## config.mk

```make
export PLATFORM = sky130hd
export DESIGN_NAME = tour_cmd_sequencer_flat
export DESIGN_NICKNAME = d
export VERILOG_FILES = /design/src/rtl/tour_pkg.sv /design/src/rtl/tour_cmd_sequencer_if.sv /design/src/rtl/tour_cmd_mux.sv /design/src/rtl/tour_cmd_sequencer.sv /design/src/flat_wrapper.sv
export SDC_FILE = /design/constraint.sdc
export NUM_CORES = 1
export LEC_CHECK = 0
export BUFFER_PORTS_ARGS = -buffer_cell sky130_fd_sc_hd__buf_2
export CAP_MARGIN = 20
export CORE_ASPECT_RATIO = 1.1
export CORE_MARGIN = 3
export CORE_UTILIZATION = 52
export DETAILED_ROUTE_END_ITERATION = 8
export PLACE_DENSITY_LB_ADDON = 0.12
export SLEW_MARGIN = 20
export SYNTH_ARGS = -nofsm -noshare
export SYNTH_HDL_FRONTEND = slang
export SYNTH_HIERARCHICAL = 1
export SYNTH_SLANG_ARGS = --single-unit
export TNS_END_PERCENT = 50
```

## constraint.sdc

```tcl
create_clock -name clk -period 4.25 [get_ports clk]
set_clock_uncertainty 0.2 [all_clocks]
set_input_delay 0.425 -clock clk [delete_from_list [all_inputs] [get_ports clk]]
set_output_delay 0.425 -clock clk [all_outputs]
set_load 0.01 [all_outputs]
```

## src/rtl/tour_pkg.sv

```systemverilog
// Shared definitions for the knight's-tour command sequencer.
//   - state_e     : sequencer FSM states
//   - OP_* / HDG_*: movement opcodes and heading fields of a 16-bit command
//   - RESP_*      : response bytes returned toward the UART side
//   - decode_move : one-hot knight move -> {dx_neg, |dx|, dy_neg, |dy|}
//   - is_one_hot  : legality test for a move byte
// decode_move is kept free of any sequencer state so a solver golden model
// can reuse it directly.
package tour_pkg;

  localparam int NUM_MOVES = 24;

  localparam logic [3:0] OP_MOVE    = 4'h2;  // vertical leg
  localparam logic [3:0] OP_FANFARE = 4'h3;  // horizontal leg, with fanfare

  localparam logic [7:0] HDG_N = 8'h00;
  localparam logic [7:0] HDG_W = 8'h3F;
  localparam logic [7:0] HDG_S = 8'h7F;
  localparam logic [7:0] HDG_E = 8'hBF;

  localparam logic [7:0] RESP_FINAL = 8'hA5;  // last leg done, or UART path
  localparam logic [7:0] RESP_INTER = 8'h5A;  // intermediate leg done

  // Explicit encodings keep the state values stable for legacy probes.
  typedef enum logic [2:0] {
    ST_IDLE  = 3'd0,
    ST_LOAD  = 3'd1,
    ST_VERT  = 3'd2,
    ST_HOLDV = 3'd3,
    ST_HORZ  = 3'd4,
    ST_HOLDH = 3'd5
  } state_e;

  // Sign/magnitude form of a knight move; magnitudes are 1 or 2.
  typedef struct packed {
    logic       dx_neg;
    logic [1:0] dx_mag;
    logic       dy_neg;
    logic [1:0] dy_mag;
  } move_vec_t;

  function automatic move_vec_t decode_move(input logic [7:0] mv);
    move_vec_t v;
    case (mv)
      8'h01:   v = '{1'b0, 2'd1, 1'b0, 2'd2};  // (+1,+2)
      8'h02:   v = '{1'b1, 2'd1, 1'b0, 2'd2};  // (-1,+2)
      8'h04:   v = '{1'b1, 2'd2, 1'b0, 2'd1};  // (-2,+1)
      8'h08:   v = '{1'b1, 2'd2, 1'b1, 2'd1};  // (-2,-1)
      8'h10:   v = '{1'b1, 2'd1, 1'b1, 2'd2};  // (-1,-2)
      8'h20:   v = '{1'b0, 2'd1, 1'b1, 2'd2};  // (+1,-2)
      8'h40:   v = '{1'b0, 2'd2, 1'b1, 2'd1};  // (+2,-1)
      8'h80:   v = '{1'b0, 2'd2, 1'b0, 2'd1};  // (+2,+1)
      default: v = '0;
    endcase
    return v;
  endfunction

  function automatic logic is_one_hot(input logic [7:0] v);
    return (v != 8'd0) && ((v & (v - 8'd1)) == 8'd0);
  endfunction

endpackage

```

## src/rtl/tour_cmd_sequencer_if.sv

```systemverilog
// Command-path bundle around the sequencer: the UART wrapper side
// (cmd_UART / cmd_rdy_UART / clr_cmd_rdy_UART) and the command-processor
// side (cmd / cmd_rdy / clr_cmd_rdy / send_resp / resp).
//   master : the sequencer
//   slave  : the surrounding UART wrapper and command processor
interface tour_cmd_sequencer_if;
  logic [15:0] cmd_UART;
  logic        cmd_rdy_UART;
  logic        clr_cmd_rdy_UART;
  logic [15:0] cmd;
  logic        cmd_rdy;
  logic        clr_cmd_rdy;
  logic        send_resp;
  logic [7:0]  resp;

  modport master (
    input  cmd_UART, cmd_rdy_UART, clr_cmd_rdy, send_resp,
    output clr_cmd_rdy_UART, cmd, cmd_rdy, resp
  );

  modport slave (
    output cmd_UART, cmd_rdy_UART, clr_cmd_rdy, send_resp,
    input  clr_cmd_rdy_UART, cmd, cmd_rdy, resp
  );
endinterface

```

## src/rtl/tour_cmd_mux.sv

```systemverilog
// 2:1 command multiplexer between the UART path and the tour sequencer.
//   sel_tour          : 1 while a tour is running
//   cmd_UART/cmd_rdy_UART, clr_cmd_rdy_UART : UART wrapper side
//   tour_cmd/tour_cmd_rdy/tour_resp         : sequencer-generated values
//   cmd/cmd_rdy/clr_cmd_rdy/resp            : command-processor side
// While a tour runs the UART command is held off: its clear is forced low
// so a pending UART command survives until the tour finishes.
module tour_cmd_mux
  import tour_pkg::*;
(
  input  logic        sel_tour,
  input  logic [15:0] cmd_UART,
  input  logic        cmd_rdy_UART,
  output logic        clr_cmd_rdy_UART,
  input  logic [15:0] tour_cmd,
  input  logic        tour_cmd_rdy,
  input  logic [7:0]  tour_resp,
  input  logic        clr_cmd_rdy,
  output logic [15:0] cmd,
  output logic        cmd_rdy,
  output logic [7:0]  resp
);

  assign cmd              = sel_tour ? tour_cmd     : cmd_UART;
  assign cmd_rdy          = sel_tour ? tour_cmd_rdy : cmd_rdy_UART;
  assign clr_cmd_rdy_UART = sel_tour ? 1'b0         : clr_cmd_rdy;
  assign resp             = sel_tour ? tour_resp    : RESP_FINAL;

endmodule

```

## src/rtl/tour_cmd_sequencer.sv

```systemverilog
// Knight's-tour command sequencer.
//   clk, rst_n  : clock, asynchronous active-low reset
//   start_tour  : one-cycle pulse from the solver's done
//   move        : one-hot move read from the solver at mv_indx
//   mv_indx     : registered index of the move being read
//   tour_done   : one-cycle pulse after the last leg's send_resp
//   tour_err    : one-cycle pulse after a non-one-hot move is read
//   cmd_bus     : UART / command-processor handshake bundle (master side)
// Each move becomes two commands, vertical leg (OP_MOVE) then horizontal
// leg (OP_FANFARE). A leg is offered with cmd_rdy until clr_cmd_rdy, then
// held until send_resp reports the motion finished.
module tour_cmd_sequencer
  import tour_pkg::*;
(
  input  logic        clk,
  input  logic        rst_n,
  input  logic        start_tour,
  input  logic [7:0]  move,
  output logic [4:0]  mv_indx,
  output logic        tour_done,
  output logic        tour_err,
  tour_cmd_sequencer_if.master cmd_bus
);

  state_e      state;
  logic [7:0]  mv_reg;
  move_vec_t   mv_vec;
  logic        last_move;
  logic [7:0]  vert_hdg;
  logic [7:0]  horz_hdg;
  logic [15:0] vert_cmd;
  logic [15:0] horz_cmd;
  logic [15:0] tour_cmd;
  logic        tour_cmd_rdy;
  logic [7:0]  tour_resp;

  assign last_move = (mv_indx == 5'(NUM_MOVES - 1));

  assign mv_vec   = decode_move(mv_reg);
  assign vert_hdg = mv_vec.dy_neg ? HDG_S : HDG_N;
  assign horz_hdg = mv_vec.dx_neg ? HDG_W : HDG_E;
  assign vert_cmd = {OP_MOVE,    vert_hdg, {2'b00, mv_vec.dy_mag}};
  assign horz_cmd = {OP_FANFARE, horz_hdg, {2'b00, mv_vec.dx_mag}};

  // NOTE: state is updated with non-blocking assignments so every register
  // samples pre-edge values; blocking here would create order-dependent races.
  always_ff @(posedge clk or negedge rst_n) begin
    if (!rst_n) begin
      state     <= ST_IDLE;
      mv_indx   <= '0;
      mv_reg    <= '0;
      tour_done <= 1'b0;
      tour_err  <= 1'b0;
    end else begin
      tour_done <= 1'b0;
      tour_err  <= 1'b0;
      case (state)
        ST_IDLE: begin
          if (start_tour) begin
            state   <= ST_LOAD;
            mv_indx <= '0;
          end
        end
        ST_LOAD: begin
          mv_reg <= move;
          if (!is_one_hot(move)) begin
            tour_err <= 1'b1;
            state    <= ST_IDLE;
          end else begin
            state <= ST_VERT;
          end
        end
        // send_resp before acceptance is meaningless, so only clr_cmd_rdy
        // is watched while a leg is being offered.
        ST_VERT:  if (cmd_bus.clr_cmd_rdy) state <= ST_HOLDV;
        ST_HOLDV: if (cmd_bus.send_resp)   state <= ST_HORZ;
        ST_HORZ:  if (cmd_bus.clr_cmd_rdy) state <= ST_HOLDH;
        ST_HOLDH: begin
          if (cmd_bus.send_resp) begin
            if (last_move) begin
              tour_done <= 1'b1;
              mv_indx   <= '0;
              state     <= ST_IDLE;
            end else begin
              mv_indx <= mv_indx + 5'd1;
              state   <= ST_LOAD;
            end
          end
        end
        default: state <= ST_IDLE;
      endcase
    end
  end

  // NOTE: every output of this block gets a default before the case so no
  // path leaves it unassigned, which would otherwise infer a latch.
  always_comb begin
    tour_cmd     = '0;
    tour_cmd_rdy = 1'b0;
    tour_resp    = RESP_INTER;
    case (state)
      ST_VERT: begin
        tour_cmd     = vert_cmd;
        tour_cmd_rdy = 1'b1;
      end
      ST_HOLDV: tour_cmd = vert_cmd;
      ST_HORZ: begin
        tour_cmd     = horz_cmd;
        tour_cmd_rdy = 1'b1;
      end
      ST_HOLDH: begin
        tour_cmd = horz_cmd;
        if (last_move) tour_resp = RESP_FINAL;
      end
      default: ;
    endcase
  end

  tour_cmd_mux u_mux (
    .sel_tour         (state != ST_IDLE),
    .cmd_UART         (cmd_bus.cmd_UART),
    .cmd_rdy_UART     (cmd_bus.cmd_rdy_UART),
    .clr_cmd_rdy_UART (cmd_bus.clr_cmd_rdy_UART),
    .tour_cmd         (tour_cmd),
    .tour_cmd_rdy     (tour_cmd_rdy),
    .tour_resp        (tour_resp),
    .clr_cmd_rdy      (cmd_bus.clr_cmd_rdy),
    .cmd              (cmd_bus.cmd),
    .cmd_rdy          (cmd_bus.cmd_rdy),
    .resp             (cmd_bus.resp)
  );

endmodule

```

## src/flat_wrapper.sv

```systemverilog
// flat-port wrapper written by rule: the top's interface ports become plain ports
module tour_cmd_sequencer_flat import tour_pkg::*;
  (clk, rst_n, start_tour, move, mv_indx, tour_done, tour_err, cmd_bus_cmd_UART, cmd_bus_cmd_rdy_UART, cmd_bus_clr_cmd_rdy, cmd_bus_send_resp, cmd_bus_clr_cmd_rdy_UART, cmd_bus_cmd, cmd_bus_cmd_rdy, cmd_bus_resp);
  tour_cmd_sequencer_if cmd_bus_i ();
  input  logic clk;
  input  logic rst_n;
  input  logic start_tour;
  input  logic [7:0] move;
  output logic [4:0] mv_indx;
  output logic tour_done;
  output logic tour_err;
  input wire logic [$bits(cmd_bus_i.cmd_UART)-1:0] cmd_bus_cmd_UART;
  input wire logic [$bits(cmd_bus_i.cmd_rdy_UART)-1:0] cmd_bus_cmd_rdy_UART;
  input wire logic [$bits(cmd_bus_i.clr_cmd_rdy)-1:0] cmd_bus_clr_cmd_rdy;
  input wire logic [$bits(cmd_bus_i.send_resp)-1:0] cmd_bus_send_resp;
  output wire logic [$bits(cmd_bus_i.clr_cmd_rdy_UART)-1:0] cmd_bus_clr_cmd_rdy_UART;
  output wire logic [$bits(cmd_bus_i.cmd)-1:0] cmd_bus_cmd;
  output wire logic [$bits(cmd_bus_i.cmd_rdy)-1:0] cmd_bus_cmd_rdy;
  output wire logic [$bits(cmd_bus_i.resp)-1:0] cmd_bus_resp;
  assign cmd_bus_i.cmd_UART = cmd_bus_cmd_UART;
  assign cmd_bus_i.cmd_rdy_UART = cmd_bus_cmd_rdy_UART;
  assign cmd_bus_i.clr_cmd_rdy = cmd_bus_clr_cmd_rdy;
  assign cmd_bus_i.send_resp = cmd_bus_send_resp;
  assign cmd_bus_clr_cmd_rdy_UART = cmd_bus_i.clr_cmd_rdy_UART;
  assign cmd_bus_cmd = cmd_bus_i.cmd;
  assign cmd_bus_cmd_rdy = cmd_bus_i.cmd_rdy;
  assign cmd_bus_resp = cmd_bus_i.resp;
  tour_cmd_sequencer u_core (.clk(clk), .rst_n(rst_n), .start_tour(start_tour), .move(move), .mv_indx(mv_indx), .tour_done(tour_done), .tour_err(tour_err), .cmd_bus(cmd_bus_i));
endmodule
```

* Yosys cells after proc, flatten, opt, wreduce, memory -nomap -nowiden *
Index checks and enable logic that the tools add are counted.

word-level totals
  word-level logic and storage cells = 66
  bits in registers = 18
  output and inout bits = 33
  input port bits = 30

operators by class
  reductions and logical operators = 11
  equality and inequality tests = 19
  mux-type cells = 28
  bitwise operators = 1
  $add $sub $neg = 2

operators with widths
  operator               count
  $pmux W6 S8            1
  $mux W8                4
  $pmux W14 S2           1
  $pmux W3 S6            1
  $mux W16               1
  $mux W3                5
  $mux W5                3
  $ne A2 B2 Y1 const B   5
  $pmux W5 S2            1
  $mux W1                9
  $and A8 B8 Y8          1
  $eq A8 B1 Y1 const B   1
  $eq A8 B2 Y1 const B   1
  $eq A8 B3 Y1 const B   1
  $eq A8 B4 Y1 const B   1
  $eq A8 B5 Y1 const B   1
  $eq A8 B6 Y1 const B   1
  $eq A8 B7 Y1 const B   1
  $eq A8 B8 Y1 const B   1
  $logic_not A8 Y1       1
  $reduce_bool A8 Y1     1
  $sub A8 B1 Y8 const B  1
  $mux W7                1
  $eq A3 B2 Y1 const B   2
  other kinds (12)       15

* Longest topological paths before layout *
  depth in word-level cells = 6
  gate-level depth with buffers = 7
  depth with buffers taken out = 6

* Cells and area by module *
Netlist, hierarchy kept.

modules (own cells, without submodules)
  module              cells an instance  area an instance (um2)  instances
  tour_cmd_sequencer  128                1,164.9                 1
  tour_cmd_mux        29                 331.6                   1

* Worst setup path after synthesis *
No wires, ideal clock.

  path type = register to output
  from = reg u_core.state[0]
  to = out cmd_bus_cmd[10]
  slack = 2.062 ns
  data required time = 3.625 ns
  stages on the path, launching flop included = 7
  path buffers = 3
  arrival time = 1.563 ns
  path through = dfrtp_1 -> buf_6 -> nor3_1 -> inv_1 -> buf_6 -> buf_12 -> mux2_4

between the ends
  word-level cells in the longest chain between the ends = 4

RTL lines
  what                                          RTL line                   RTL
  start, declared                               tour_cmd_sequencer.sv:25   state_e state;
  start signal, assigned                        tour_cmd_sequencer.sv:49   state <= ST_IDLE;
  start signal, assigned                        tour_cmd_sequencer.sv:60   state <= ST_LOAD;
  start signal, assigned                        tour_cmd_sequencer.sv:68   state <= ST_IDLE;
  $eq A3 B3 Y1 or $eq A3 B2 Y1 (tied branches)  tour_cmd_sequencer.sv:101  case (state)
  $reduce_or A2 Y1 (no source line)             --
  $pmux W14 S2                                  tour_cmd_sequencer.sv:101
  $mux W16 *                                    tour_cmd_mux.sv:24         assign cmd = sel_tour ? tour_cmd : cmd_UART;
  end, declared                                 flat_wrapper.sv:17         output wire logic [$bits(cmd_bus_i.cmd)-1:0] cmd_bus_cmd;

Mark *: on every way between the ends. The rest lies on a longest branch, timed or not.

* Worst setup path after layout *
  from = reg u_core.state[0]
  to = out cmd_bus_cmd[11]

Same word-level chain as after synthesis.

==> summary.md <==
| Metric | Value |
|---|---|
| Logic gate share of total power | 0.632 |
| Number of non-filler instances in the completed layout | 249 |
| Total placed instance area | between 1500 and 2000 sq um |
| Met2 usage | 0.357 |
| Clock H-tree levels | 1 |
| Final setup vio count | 0 |
| Share of synthesized area occupied by flip-flops and latches | 0.301 |
| Flip-flop count of the largest register, all copies and words added | 8 |
| Met1 Use GR | 0.210 |
| Worst-Skew Late Latency | between 0.2 and 0.3 ns |
| Worst-Margin Slew | 1.00 ns |
| Post-synthesis cell area | between 1000 and 1500 sq um |
| Post-route ant nets | 0 |
| Type of the setup path with the least slack | register to output port |
| Pin count of the biggest net entering global routing | 28 |
| Switching Share | 0.431 |
| Count of buffer and inverter cells on the critical path | 2 |
| Status | complete, no violations |
| Path type of the worst min-delay path | input port to register |
| Yosys reg bits | 18 |
| RePlAce Congestion | approximately 0.78 |
| Final-layout setup total negative slack | 0 ns |
| Remaining global-route overflow | 0 |
| GRT Max-Usage Layer | met2 |
| Final #Nets | between 200 and 300 |
| Data required time at the worst endpoint | 3.62 ns |
| Critical-path maximum fanout | 27 |
| Overall fraction of global-route tracks in use | 0.190 |
| Global-route wire length before repair | 5.64 mm |
| Number of placement rows | 19 |
| Fraction of power consumed by the clock network | 0.090 |
| Post-synth top area share | 0.301 |
| Cell with the biggest individual delay on the critical path | inv_1 |
| Mean cell area of the mapped netlist | around 9.5 sq um |
| Vias in the first global route | about 1300 |
| Area growth from synthesis to final layout | 22.2% |
| Antenna violations before repair | 0 |
| Clock Sink Count | 18 |
| Pins over their slew limit | 0 |
| Post-route DRC violation count | 0 |
| Max clock buf depth | 2 |
| DRC marker count from the first detailed-route iteration | 45 |
| Clock buffer count from CTS | 3 |
| GR Util met3 | 0.0455 |
| Worst Setup Start Kind | register |
| Effective utilization at floorplan | 0.572 |
| Max VDD drop | just over 0.0005 V |
| Number of vias per cell | approximately 5.4 |
| Total leakage power | 0.914 nW |
| Port buffer count | 62 |
| Largest delay share family, worst path | buffers and inverters |
| Endpoints failing hold | 0 |
| Max_slew headroom | 0.330 |
| Final total power | around 0.0012 W |
| Total detailed-routing wirelength | ~3.2 mm |
| Internal power | around 0.00067 W |
| RSZ-0062 raised after global routing | no |
| Fmax | ~330 MHz |
| Share of cells above drive strength 1 | 0.440 |
| Diode count | 0 |
| Part of the total power dissipated in sequential elements | 0.278 |
| Cell-by-cell listing of the critical path | nor3_1, inv_1, mux2_4, buf_2 |
| Register clock-pin slew on the reported worst setup and hold paths | about 0.11 ns |
| Total Die Area | between 3000 and 4000 sq um |
| Number of cells produced by synthesis | between 150 and 200 |
| Number of vias after detailed routing | around 1300 |
| TritonCTS clock tree | built |
| Slowest Stage Delay on Critical Path | between 0.5 and 0.6 ns |
| Clk root buf | clkbuf_4 |
| Period utilisation layout | 0.720 |
| Floorplan Core Area | approximately 2600 sq um |
| Pwr Density | between 600 and 700 nW/um^2 |
| Number of maximum-capacitance constraint violations | 0 |
| Cell type with the highest aggregate area in the netlist | dfrtp_1 |
| Boundary pin count | 63 |
| Cell area after layout | 1830 sq um |
| Number of instances in the placed design | between 200 and 250 |
| Final critical-path required period | approximately 3 ns |
| Die height | between 60 and 70 um |
| Top area cells in the synthesized netlist | dfrtp_1 (30%), mux2_4 (11%), mux2_2 (8.3%), o21ai_1 (3.3%), and2_1 (2.9%) |
| Category of the worst setup path capture point | output port |
| Post-synthesis cell type count | 48 |
| Pre-Repair DR Iteration Count | 4 |
| Routed length per placed instance | approximately 13 um |
| Syn. warnings | 6 |
| HPWL after DPL | around 2.6 mm |
| Horizontal extent of the die | around 57 um |
| Worst EP arrival | 2.43 ns |
| Switching Power | 0.000506 W |
per-stage QoR:
stage	util	setup WS, ns	hold slack [ns]
4_1_cts	0.700	1.16	0.181
2_1_floorplan	-	2.06	-0.0706
3_3_place_gp	0.682	1.67	0.174
3_5_place_dp	0.682	1.53	0.180
5_1_grt	0.700	0.986	0.186
6_report	0.700	1.19	0.188
layout by cell type (no fill, tap or decap), types with 2 or more instances in the layout:
cell	n
buf_2	62
dfrtp_1	18
nand2_1	11
mux2_2	11
mux2_4	11
o21ai_1	10
nor2_1	7
and2_1	7
o21ai_0	6
nor3_1	5
nand2b_1	5
nor2b_1	5
nand3_1	4
conb_1	4
clkbuf_4	3
inv_1	3
xor2_1	3
o22ai_1	3
a21oi_1	3
mux2_1	3
nand3b_1	2
nor4_1	2
o211ai_1	2
a211oi_1	2
mux2i_1	2
final timing paths:
kind | endpoint | slack, ns | cells after the start | from
min in group asynchronous | u_core/mv_indx[2] | 0.37 | 2 | rst_n
min | u_core/mv_reg[1] | 0.19 | 2 | move[1]
max in group asynchronous | u_core/state[2] | 3.18 | 2 | rst_n
max | cmd_bus_cmd[11] | 1.19 | 4 | u_core/state[0]
max reg2reg | u_core/state[0] | 2.04 | 4 | u_core/state[0]
min reg2reg | u_core/mv_indx[4] | 0.30 | 1 | u_core/mv_indx[4]
power by group through the flow:
stage	clock network, W	registers, W	logic, W
2_1_floorplan	0	0.000265	0.000663
3_3_place_gp	0	0.000326	0.000728
3_5_place_dp	0	0.000331	0.000747
4_1_cts	0.000110	0.000327	0.000751
5_1_grt	0.000118	0.000345	0.000817
6_report	0.000106	0.000326	0.000741
cells by family (layout without fill, tap and decap cells):
kind of cell	count (synthesis)	count (layout)	share of synthesized area
simple gates	60	60	0.234
compound gates	31	31	0.130
mux	27	27	0.229
flops	18	18	0.301
buf+inv	14	72	0.0644
xor+xnor	4	4	0.0234
fa+ha+maj	2	2	0.0150
other cells	1	4	0.00251
final cells by class:
cell class	count	area (sq um)
flip-flops and latches	18	450
inverters	4	15.0
well taps	31	38.8
clock buffers	4	36.3
repair buffers	64	328
multi-input cells	128	961
fillers	230	786
layer usage:
layer / share of wire / vias up
met5: 0 / -
li1: - / 678
met2: 0.54 / 47
met1: 0.37 / 617
met4: 0.017 / 0
met3: 0.068 / 4
synth_stat cells, drive strengths merged:
cell type  count
o22ai          3
clkbuf         2
nand3          4
mux2i          2
a21oi          4
nor3           5
and3           2
conb           1
nor3b          1
maj3           1
nand4b         1
or3            1
and3b          1
nand3b         2
nand4          1
or2            2
nand2b         6
a211oi         2
xnor2          1
o2111a         1
nand2         11
o211ai         2
nor4           3
and2           7
and4b          1
a21o           1
dfrtp         18
nor2b          5
nor2           7
buf            8
inv            4
mux2          25
xor2           3
ha             1
o21a           1
o21ai         17
repair_timing:
| action | in CTS | in global routing |
|---|---|---|
| resized for setup | 0 | 0 |
| hold buffers | 1 | 0 |
| buffers inserted | 0 | 0 |
| endpoints found under the hold margin | 18 | 0 |
No activity file was read; power rests on OpenSTA's default activity.
